$ cat config.mk
export PLATFORM = sky130hd
export DESIGN_NAME = uart_rx_16x
export DESIGN_NICKNAME = d
export VERILOG_FILES = /design/src/rtl/uart_pkg.sv /design/src/rtl/uart_rx_fifo.sv /design/src/rtl/uart_rx_16x.sv
export SDC_FILE = /design/constraint.sdc
export NUM_CORES = 1
export LEC_CHECK = 0
export BUFFER_PORTS_ARGS = -buffer_cell sky130_fd_sc_hd__clkbuf_2
export CAP_MARGIN = 20
export CORE_MARGIN = 2
export CORE_UTILIZATION = 56
export CTS_CLUSTER_DIAMETER = 120
export DETAILED_ROUTE_END_ITERATION = 6
export GPL_TIMING_DRIVEN = 0
export PLACE_DENSITY_LB_ADDON = 0.12
export RECOVER_POWER = 50
export SLEW_MARGIN = 20
export SYNTH_ARGS = -nofsm -noshare
export SYNTH_HDL_FRONTEND = slang
export SYNTH_HIERARCHICAL = 1
export SYNTH_SLANG_ARGS = --single-unit
$ cat constraint.sdc
create_clock -name clk -period 5.5 [get_ports clk]
set_input_delay 1.375 -clock clk [delete_from_list [all_inputs] [get_ports clk]]
set_output_delay 1.375 -clock clk [all_outputs]
set_load 0.01 [all_outputs]
$ cat src/rtl/uart_pkg.sv
// Shared types and constants for the 16x-oversampled UART receiver.
// Optional parity support in uart_rx_16x is enabled with UART_RX_PARITY_EN.
package uart_pkg;

    localparam int OVS_DEF   = 16;
    localparam int DATA_BITS = 8;

    typedef enum logic [2:0] {
        IDLE,
        START,
        DATA,
        PARITY,
        STOP,
        BREAK
    } rx_state_t;

    // Tick index within a bit period of majority sample k (0..2); the last one is the decision tick.
    function automatic int samp_tick(input int ovs, input int k);
        return ovs / 2 - 2 + k;
    endfunction

endpackage

$ cat src/rtl/uart_rx_fifo.sv
// Small power-of-two byte FIFO between the receiver FSM and the command processor.
// No same-cycle bypass: a byte pushed into an empty FIFO becomes visible one cycle later.
module uart_rx_fifo #(
    parameter int DEPTH = 2,
    parameter int W     = 8
) (
    input  logic         clk,
    input  logic         rstn,
    input  logic         push_i,
    input  logic [W-1:0] din_i,
    input  logic         pop_i,
    output logic         vld_o,
    output logic [W-1:0] head_o,
    output logic         push_full_o
);

    localparam int PW = $clog2(DEPTH) + 1;
    localparam int IW = (DEPTH > 1) ? $clog2(DEPTH) : 1;

    logic [PW-1:0] wr_q, rd_q;
    logic [W-1:0]  mem_q [DEPTH];
    logic [IW-1:0] widx, ridx;
    logic          empty, full, do_pop, do_push;

    assign empty   = (wr_q == rd_q);
    // Equivalent to "MSBs differ, remaining bits equal" for power-of-two depths.
    assign full    = ((wr_q - rd_q) == PW'(DEPTH));
    assign do_pop  = pop_i & ~empty;
    assign do_push = push_i & (~full | do_pop);
    assign widx    = IW'(wr_q) & IW'(DEPTH - 1);
    assign ridx    = IW'(rd_q) & IW'(DEPTH - 1);

    assign vld_o       = ~empty;
    assign head_o      = mem_q[ridx];
    assign push_full_o = push_i & full & ~do_pop;

    always_ff @(posedge clk or negedge rstn) begin
        if (!rstn) begin
            wr_q <= '0;
            rd_q <= '0;
            for (int i = 0; i < DEPTH; i++) begin
                mem_q[i] <= '0;
            end
        end else begin
            if (do_push) begin
                mem_q[widx] <= din_i;
                wr_q        <= wr_q + PW'(1);
            end
            if (do_pop) begin
                rd_q <= rd_q + PW'(1);
            end
        end
    end

endmodule

$ cat src/rtl/uart_rx_16x.sv
// 16x-oversampled UART receive front end with 3-sample majority voting and an output FIFO.
// Define UART_RX_PARITY_EN to add a parity bit (par_odd input, par_err output).
module uart_rx_16x
    import uart_pkg::*;
#(
    parameter int OVS   = OVS_DEF,
    parameter int DEPTH = 2
) (
    input  logic       clk,
    input  logic       rstn,
    input  logic       rxd,
    input  logic       rdy_rx,
    output logic       vld_rx,
    output logic [7:0] d_rx,
    output logic       frm_err,
`ifdef UART_RX_PARITY_EN
    input  logic       par_odd,
    output logic       par_err,
`endif
    output logic       ovf
);

    localparam int TW = $clog2(OVS);
    localparam logic [TW-1:0] T0    = TW'(samp_tick(OVS, 0));
    localparam logic [TW-1:0] T1    = TW'(samp_tick(OVS, 1));
    localparam logic [TW-1:0] T2    = TW'(samp_tick(OVS, 2));
    localparam logic [TW-1:0] TLAST = TW'(OVS - 1);

    logic                 sync1_q, rxs_q;
    logic [1:0]           fill_q;
    logic                 armed_q;
    rx_state_t            state_q;
    logic [TW-1:0]        tc_q;
    logic [2:0]           bc_q;
    logic [1:0]           smp_q;
    logic [DATA_BITS-1:0] shr_q;
    logic                 frm_err_q, ovf_q;
    logic                 maj, decide, push, push_full, fifo_vld;
`ifdef UART_RX_PARITY_EN
    logic                 par_bit_q, par_err_q, par_bad;
`endif

    assign maj    = (smp_q[0] & smp_q[1]) | (smp_q[0] & rxs_q) | (smp_q[1] & rxs_q);
    assign decide = (tc_q == T2);

`ifdef UART_RX_PARITY_EN
    assign par_bad = ((^shr_q) ^ par_bit_q) != par_odd;
    assign push    = (state_q == STOP) && decide && maj && !par_bad;
    assign par_err = par_err_q;
`else
    assign push    = (state_q == STOP) && decide && maj;
`endif

    assign frm_err = frm_err_q;
    assign ovf     = ovf_q;
    assign vld_rx  = fifo_vld;

    // Synchronizer; armed_q only sets once rxs_q reflects a genuinely idle line,
    // so a line held low through reset never starts a frame.
    always_ff @(posedge clk or negedge rstn) begin
        if (!rstn) begin
            sync1_q <= 1'b1;
            rxs_q   <= 1'b1;
            fill_q  <= 2'd0;
            armed_q <= 1'b0;
            ovf_q   <= 1'b0;
        end else begin
            sync1_q <= rxd;
            rxs_q   <= sync1_q;
            if (fill_q != 2'd2) begin
                fill_q <= fill_q + 2'd1;
            end
            if (fill_q == 2'd2 && rxs_q) begin
                armed_q <= 1'b1;
            end
            ovf_q <= push_full;
        end
    end

    always_ff @(posedge clk or negedge rstn) begin
        if (!rstn) begin
            state_q   <= IDLE;
            tc_q      <= '0;
            bc_q      <= '0;
            smp_q     <= 2'b11;
            shr_q     <= '0;
            frm_err_q <= 1'b0;
`ifdef UART_RX_PARITY_EN
            par_bit_q <= 1'b0;
            par_err_q <= 1'b0;
`endif
        end else begin
            frm_err_q <= 1'b0;
`ifdef UART_RX_PARITY_EN
            par_err_q <= 1'b0;
`endif
            tc_q <= tc_q + TW'(1);
            if (tc_q == T0) smp_q[0] <= rxs_q;
            if (tc_q == T1) smp_q[1] <= rxs_q;

            case (state_q)
                IDLE: begin
                    // The detection cycle itself is tick 0.
                    tc_q <= TW'(1);
                    if (armed_q && !rxs_q) begin
                        state_q <= START;
                    end
                end
                START: begin
                    if (decide && maj) begin
                        state_q <= IDLE;
                    end else if (tc_q == TLAST) begin
                        state_q <= DATA;
                        bc_q    <= '0;
                    end
                end
                DATA: begin
                    if (decide) begin
                        shr_q <= {maj, shr_q[DATA_BITS-1:1]};
                    end
                    if (tc_q == TLAST) begin
                        bc_q <= bc_q + 3'd1;
                        if (bc_q == 3'd7) begin
`ifdef UART_RX_PARITY_EN
                            state_q <= PARITY;
`else
                            state_q <= STOP;
`endif
                        end
                    end
                end
`ifdef UART_RX_PARITY_EN
                PARITY: begin
                    if (decide) par_bit_q <= maj;
                    if (tc_q == TLAST) state_q <= STOP;
                end
`endif
                STOP: begin
                    if (decide) begin
                        if (!maj) begin
                            frm_err_q <= 1'b1;
                            state_q   <= BREAK;
                        end else begin
`ifdef UART_RX_PARITY_EN
                            par_err_q <= par_bad;
`endif
                            state_q <= IDLE;
                        end
                    end
                end
                BREAK: begin
                    if (rxs_q) state_q <= IDLE;
                end
                default: state_q <= IDLE;
            endcase
        end
    end

    uart_rx_fifo #(
        .DEPTH (DEPTH),
        .W     (DATA_BITS)
    ) u_fifo (
        .clk         (clk),
        .rstn        (rstn),
        .push_i      (push),
        .din_i       (shr_q),
        .pop_i       (rdy_rx),
        .vld_o       (fifo_vld),
        .head_o      (d_rx),
        .push_full_o (push_full)
    );

endmodule

==> reports/results.txt <==
The share of total power in combinational logic is 27.7%. Required time at the worst-slack endpoint: 5.39 ns. For this design the ratio of total power to cell area is 358.1 nW/um2. The pin count of the biggest net entering global routing was 48. The number of detailed-route iterations in the first pass was 4; the post-placement cell count was 243. The number of clock buffers added by TritonCTS is 5. In this run the remaining antenna-violating nets after routing total 0. The number of sinks on the clock net is 47, and the cell count after synthesis is 181. The peak per-stage delay on the critical path is 1.69 ns. TritonCTS built the clock tree. Maximum clock skew at final layout: 0.007753 ns.

Summing every instance area after synthesis gives 2207 um2. Setup repair after global routing left no endpoint under its margin. The detailed router placed 1,393 vias in this run. In this run the post-CTS setup repair buffer count came out at 0. The critical path in this run is classified as in -> async.

After detailed routing, the number of vias per cell comes to 5.594. The repair_antennas step left the layout with diodes totalling 0. Count of state elements after synthesis: 47. Wire segments on met2 add up to 1966 um in the final route.

Buffers placed on the I/O ports in this run total 14. The path category of the worst min-delay check was reg -> reg. The placer's final routability congestion estimate came out at 0.7421.

Net switching is 33.10% of the power. Of all nets on the critical path, the largest fanout is 47. The kind of end point of the critical path was an async pin.

The async set-or-reset flop fraction in the synthesized netlist is 100.0%. The uppermost layer routed was met4. At the pin with the least slew margin, the transition time is 2.425 ns.

The core region is 3716 um2. The routed design uses 118 um of met3 wire. The sequential-to-total area share from yosys stat is 53.51%, and the number of distinct library cells after synthesis is 35. Sequential cells burn 50.3% of the power. Number of antenna violations at the first check in global routing: 0. Based on the critical path, the design can be clocked at up to 0.3126 GHz. In the final routed layout, each cell accounts on average for 15.48 um.

The final net count is 212, and the total half-perimeter wirelength after legalization and detailed placement is 2687 um. The largest individual stage delay along the critical path comes from the cell sky130_fd_sc_hd__clkbuf_1. The via count of the first global-routing pass is 1,422, and the total routing resource utilization after global routing is 20.07%. The final reports fail on capacitance limit, slew limit. The final critical delay including setup and external delays is 3.199 ns.

During synthesis, Yosys emitted a total of 6 warnings. The die outline height is 66.78 um, and the worst-case vdd ir drop is 0.1948 mV. The run gives 0.29 ns as the later-pin clock latency in the skew report. The kind of cell adding the most delay to the critical path is buffers and inverters. The tools report the final number of setup-violating endpoints as 0. The tools report the total wirelength of the detailed-routed design as 3855 um.

From left edge to right edge, the die measures 66.78 um. The post-route clock period utilization came out at 58.17%. The number of gates resized after CTS was 0. The total buffers and inverters traversed by the critical path was 1. The most used flip-flop cell after synthesis is sky130_fd_sc_hd__dfrtp_1. The layout-stage area growth over the synthesis result was 8.843%; the full die area was 4460 um2. After filler insertion, the fill cell instance count of the layout stands at 306. Adding up every negative setup slack in the final design gives 0 ns. The number of violations of the max-capacitance limit is 1, and the worst slew margin relative to its limit is -61.68%. The maximum count of clock buffers along a single path is 2, and the number of cells in the finished layout apart from fillers is 249. After detailed routing, the number of remaining DRC violations is 0.

The tools report the wire length of the first global-routing pass as 6561 um. STA classifies the critical path startpoint as a primary input. At the worst endpoint, the arrival time is 3.09 ns. Synthesis produced a netlist with a net count of 191.

The tools report the root buffer selected by CTS as sky130_fd_sc_hd__clkbuf_8. The met1 routed wirelength after detailed routing came out at 1711 um. The tools report the total number of placement rows as 22. For this design, the CTS-stage hold fixing added 0 buffers. The logs give 0 for the count of endpoints failing hold in the final timing report and 575.5 uW for the total internal power. In this run the power spent charging and discharging nets is 284.7 uW. Traced cell by cell, the critical path runs through clkbuf_1.

Of the cells placed in the final design, the portion with a size suffix greater than 1 is 30.35%. Number of H-tree levels: 2. The run finished, with violations left. Of the total power, the clock network draws 22.0%. Summed over all cells, the static leakage comes to 1.160 nW. The number of enable flip-flop cells after synthesis was 0.

The number of ports placed on the die boundary is 15, and the initial DRC count is 72. Clock-pin slew was measured on the worst setup and hold paths at 0.07 ns. Summed over all layers, the global routing overflow is 0. For the starting density of the core, the log shows 59.39%.

The number of pins with negative max-slew slack in the final report was 48; the per-instance average area after synthesis was 12.19 um2.
[area by class of cell]
class	instances	area, um2	area share, %
tap	48	60.06	2.500
inverter	5	18.77	0.7813
clock buffer	6	72.57	3.021
buffer	5	30.03	1.250
multi-input combinational	124	970.9	40.42
sequential	47	1181	49.17
timing repair buffer	14	68.82	2.865
[stage by stage]
step | instance area [um2] | power, mW | hold slack (ns) | setup WS, ns | util, %
6_report | 2402 | 0.8602 | 0.3569 | 2.301 | 64.65
5_1_grt | 2402 | 0.9140 | 0.3617 | 1.766 | 64.65
4_1_cts | 2410 | 0.8645 | 0.3583 | 2.327 | 64.85
3_5_place_dp | 2337 | 0.6786 | 0.3469 | 2.657 | 62.90
3_3_place_gp | 2337 | 0.6558 | 0.3462 | 2.698 | 62.90
2_1_floorplan | 2207 | 0.6119 | 0.3452 | 3.013 | -
[sequential cells by signal (all words and copies together) (netlist names)]
| register | flops |
|---|---|
| smp_q | 2 |
| rxs_q | 1 |
| u_fifo/mem_q | 16 |
| frm_err | 1 |
| fill_q | 2 |
| tc_q | 4 |
| shr_q | 8 |
| state_q | 3 |
| sync1_q | 1 |
| armed_q | 1 |
| bc_q | 3 |
| u_fifo/rd_q | 2 |
| ovf | 1 |
| u_fifo/wr_q | 2 |
[cell usage after synthesis (2+ instances only)]
cell | n | area (um2)
sky130_fd_sc_hd__nand3_1 | 2 | 10.01
sky130_fd_sc_hd__mux2_2 | 27 | 304.0
sky130_fd_sc_hd__nor3b_1 | 2 | 15.01
sky130_fd_sc_hd__nor3_1 | 3 | 15.01
sky130_fd_sc_hd__nor2b_1 | 3 | 18.77
sky130_fd_sc_hd__nor2_1 | 11 | 41.29
sky130_fd_sc_hd__nand3b_1 | 2 | 15.01
sky130_fd_sc_hd__mux2_4 | 8 | 120.1
sky130_fd_sc_hd__xor2_1 | 2 | 17.52
sky130_fd_sc_hd__ha_1 | 6 | 75.07
sky130_fd_sc_hd__a21oi_2 | 2 | 17.52
sky130_fd_sc_hd__clkbuf_1 | 2 | 7.510
sky130_fd_sc_hd__a21oi_1 | 5 | 25.02
sky130_fd_sc_hd__inv_1 | 5 | 18.77
sky130_fd_sc_hd__a22o_1 | 3 | 26.28
sky130_fd_sc_hd__dfrtp_1 | 43 | 1076
sky130_fd_sc_hd__nand2_1 | 22 | 82.58
sky130_fd_sc_hd__dfstp_2 | 4 | 105.1
sky130_fd_sc_hd__o21ai_0 | 9 | 45.04
sky130_fd_sc_hd__nand2b_1 | 2 | 12.51
sky130_fd_sc_hd__xnor2_1 | 4 | 35.03
[logic make-up after synthesis]
| kind of cell | synth area share [%] |
|---|---|
| buffers and inverters | 2.211 |
| AOI/OAI and AO/OA | 6.463 |
| muxes | 19.67 |
| and+or+nand+nor | 11.90 |
| adders and majority gates | 3.855 |
| DFF | 53.51 |
| xor gates and xnor gates | 2.381 |
[layout by cell type (no fill, tap or decap), drive strengths merged]
cell / n
nor2: 11
dfrtp: 43
inv: 5
ha: 6
dfstp: 4
mux2: 35
nor4: 1
clkbuf: 22
nor2b: 3
xnor2: 4
xor2: 2
or3: 1
nor3: 3
mux2i: 1
a21oi: 7
or4b: 1
nand2: 22
nand3b: 2
nand3: 2
a22o: 3
o311a: 1
nor3b: 2
maj3: 1
and3: 1
o21ai: 9
a311oi: 1
buf: 3
nand2b: 2
and4: 1
o32a: 1
and3b: 1
[final timing paths]
check | from | to | slack (ns) | cells after the start
hold reg to reg | sync1_q | rxs_q | 0.36 | 0
setup reg to reg | tc_q[0] | u_fifo/mem_q[3] | 3.17 | 7
setup / recovery | rstn | tc_q[0] | 2.30 | 1
hold / removal | sync1_q | rxs_q | 0.36 | 0
max in group clk | u_fifo/rd_q[0] | d_rx[7] | 2.34 | 3
min in group asynchronous | rstn | bc_q[2] | 1.81 | 1
[metal layers]
layer / GRT usage, % / vias to the layer above
met4: 9.184 / 0
met1: 24.47 / 708
met2: 34.25 / 17
li1: - / 663
met3: 3.885 / 5
met5: 0 / -
[power groups by stage]
| stage | logic [mW] | registers (mW) | clock network (mW) |
|---|---|---|---|
| 2_1_floorplan | 0.183 | 0.429 | 0 |
| 3_3_place_gp | 0.222 | 0.434 | 0 |
| 3_5_place_dp | 0.239 | 0.440 | 0 |
| 4_1_cts | 0.240 | 0.432 | 0.193 |
| 5_1_grt | 0.269 | 0.440 | 0.206 |
| 6_report | 0.238 | 0.433 | 0.190 |
Power figures use the tool's default switching activity.
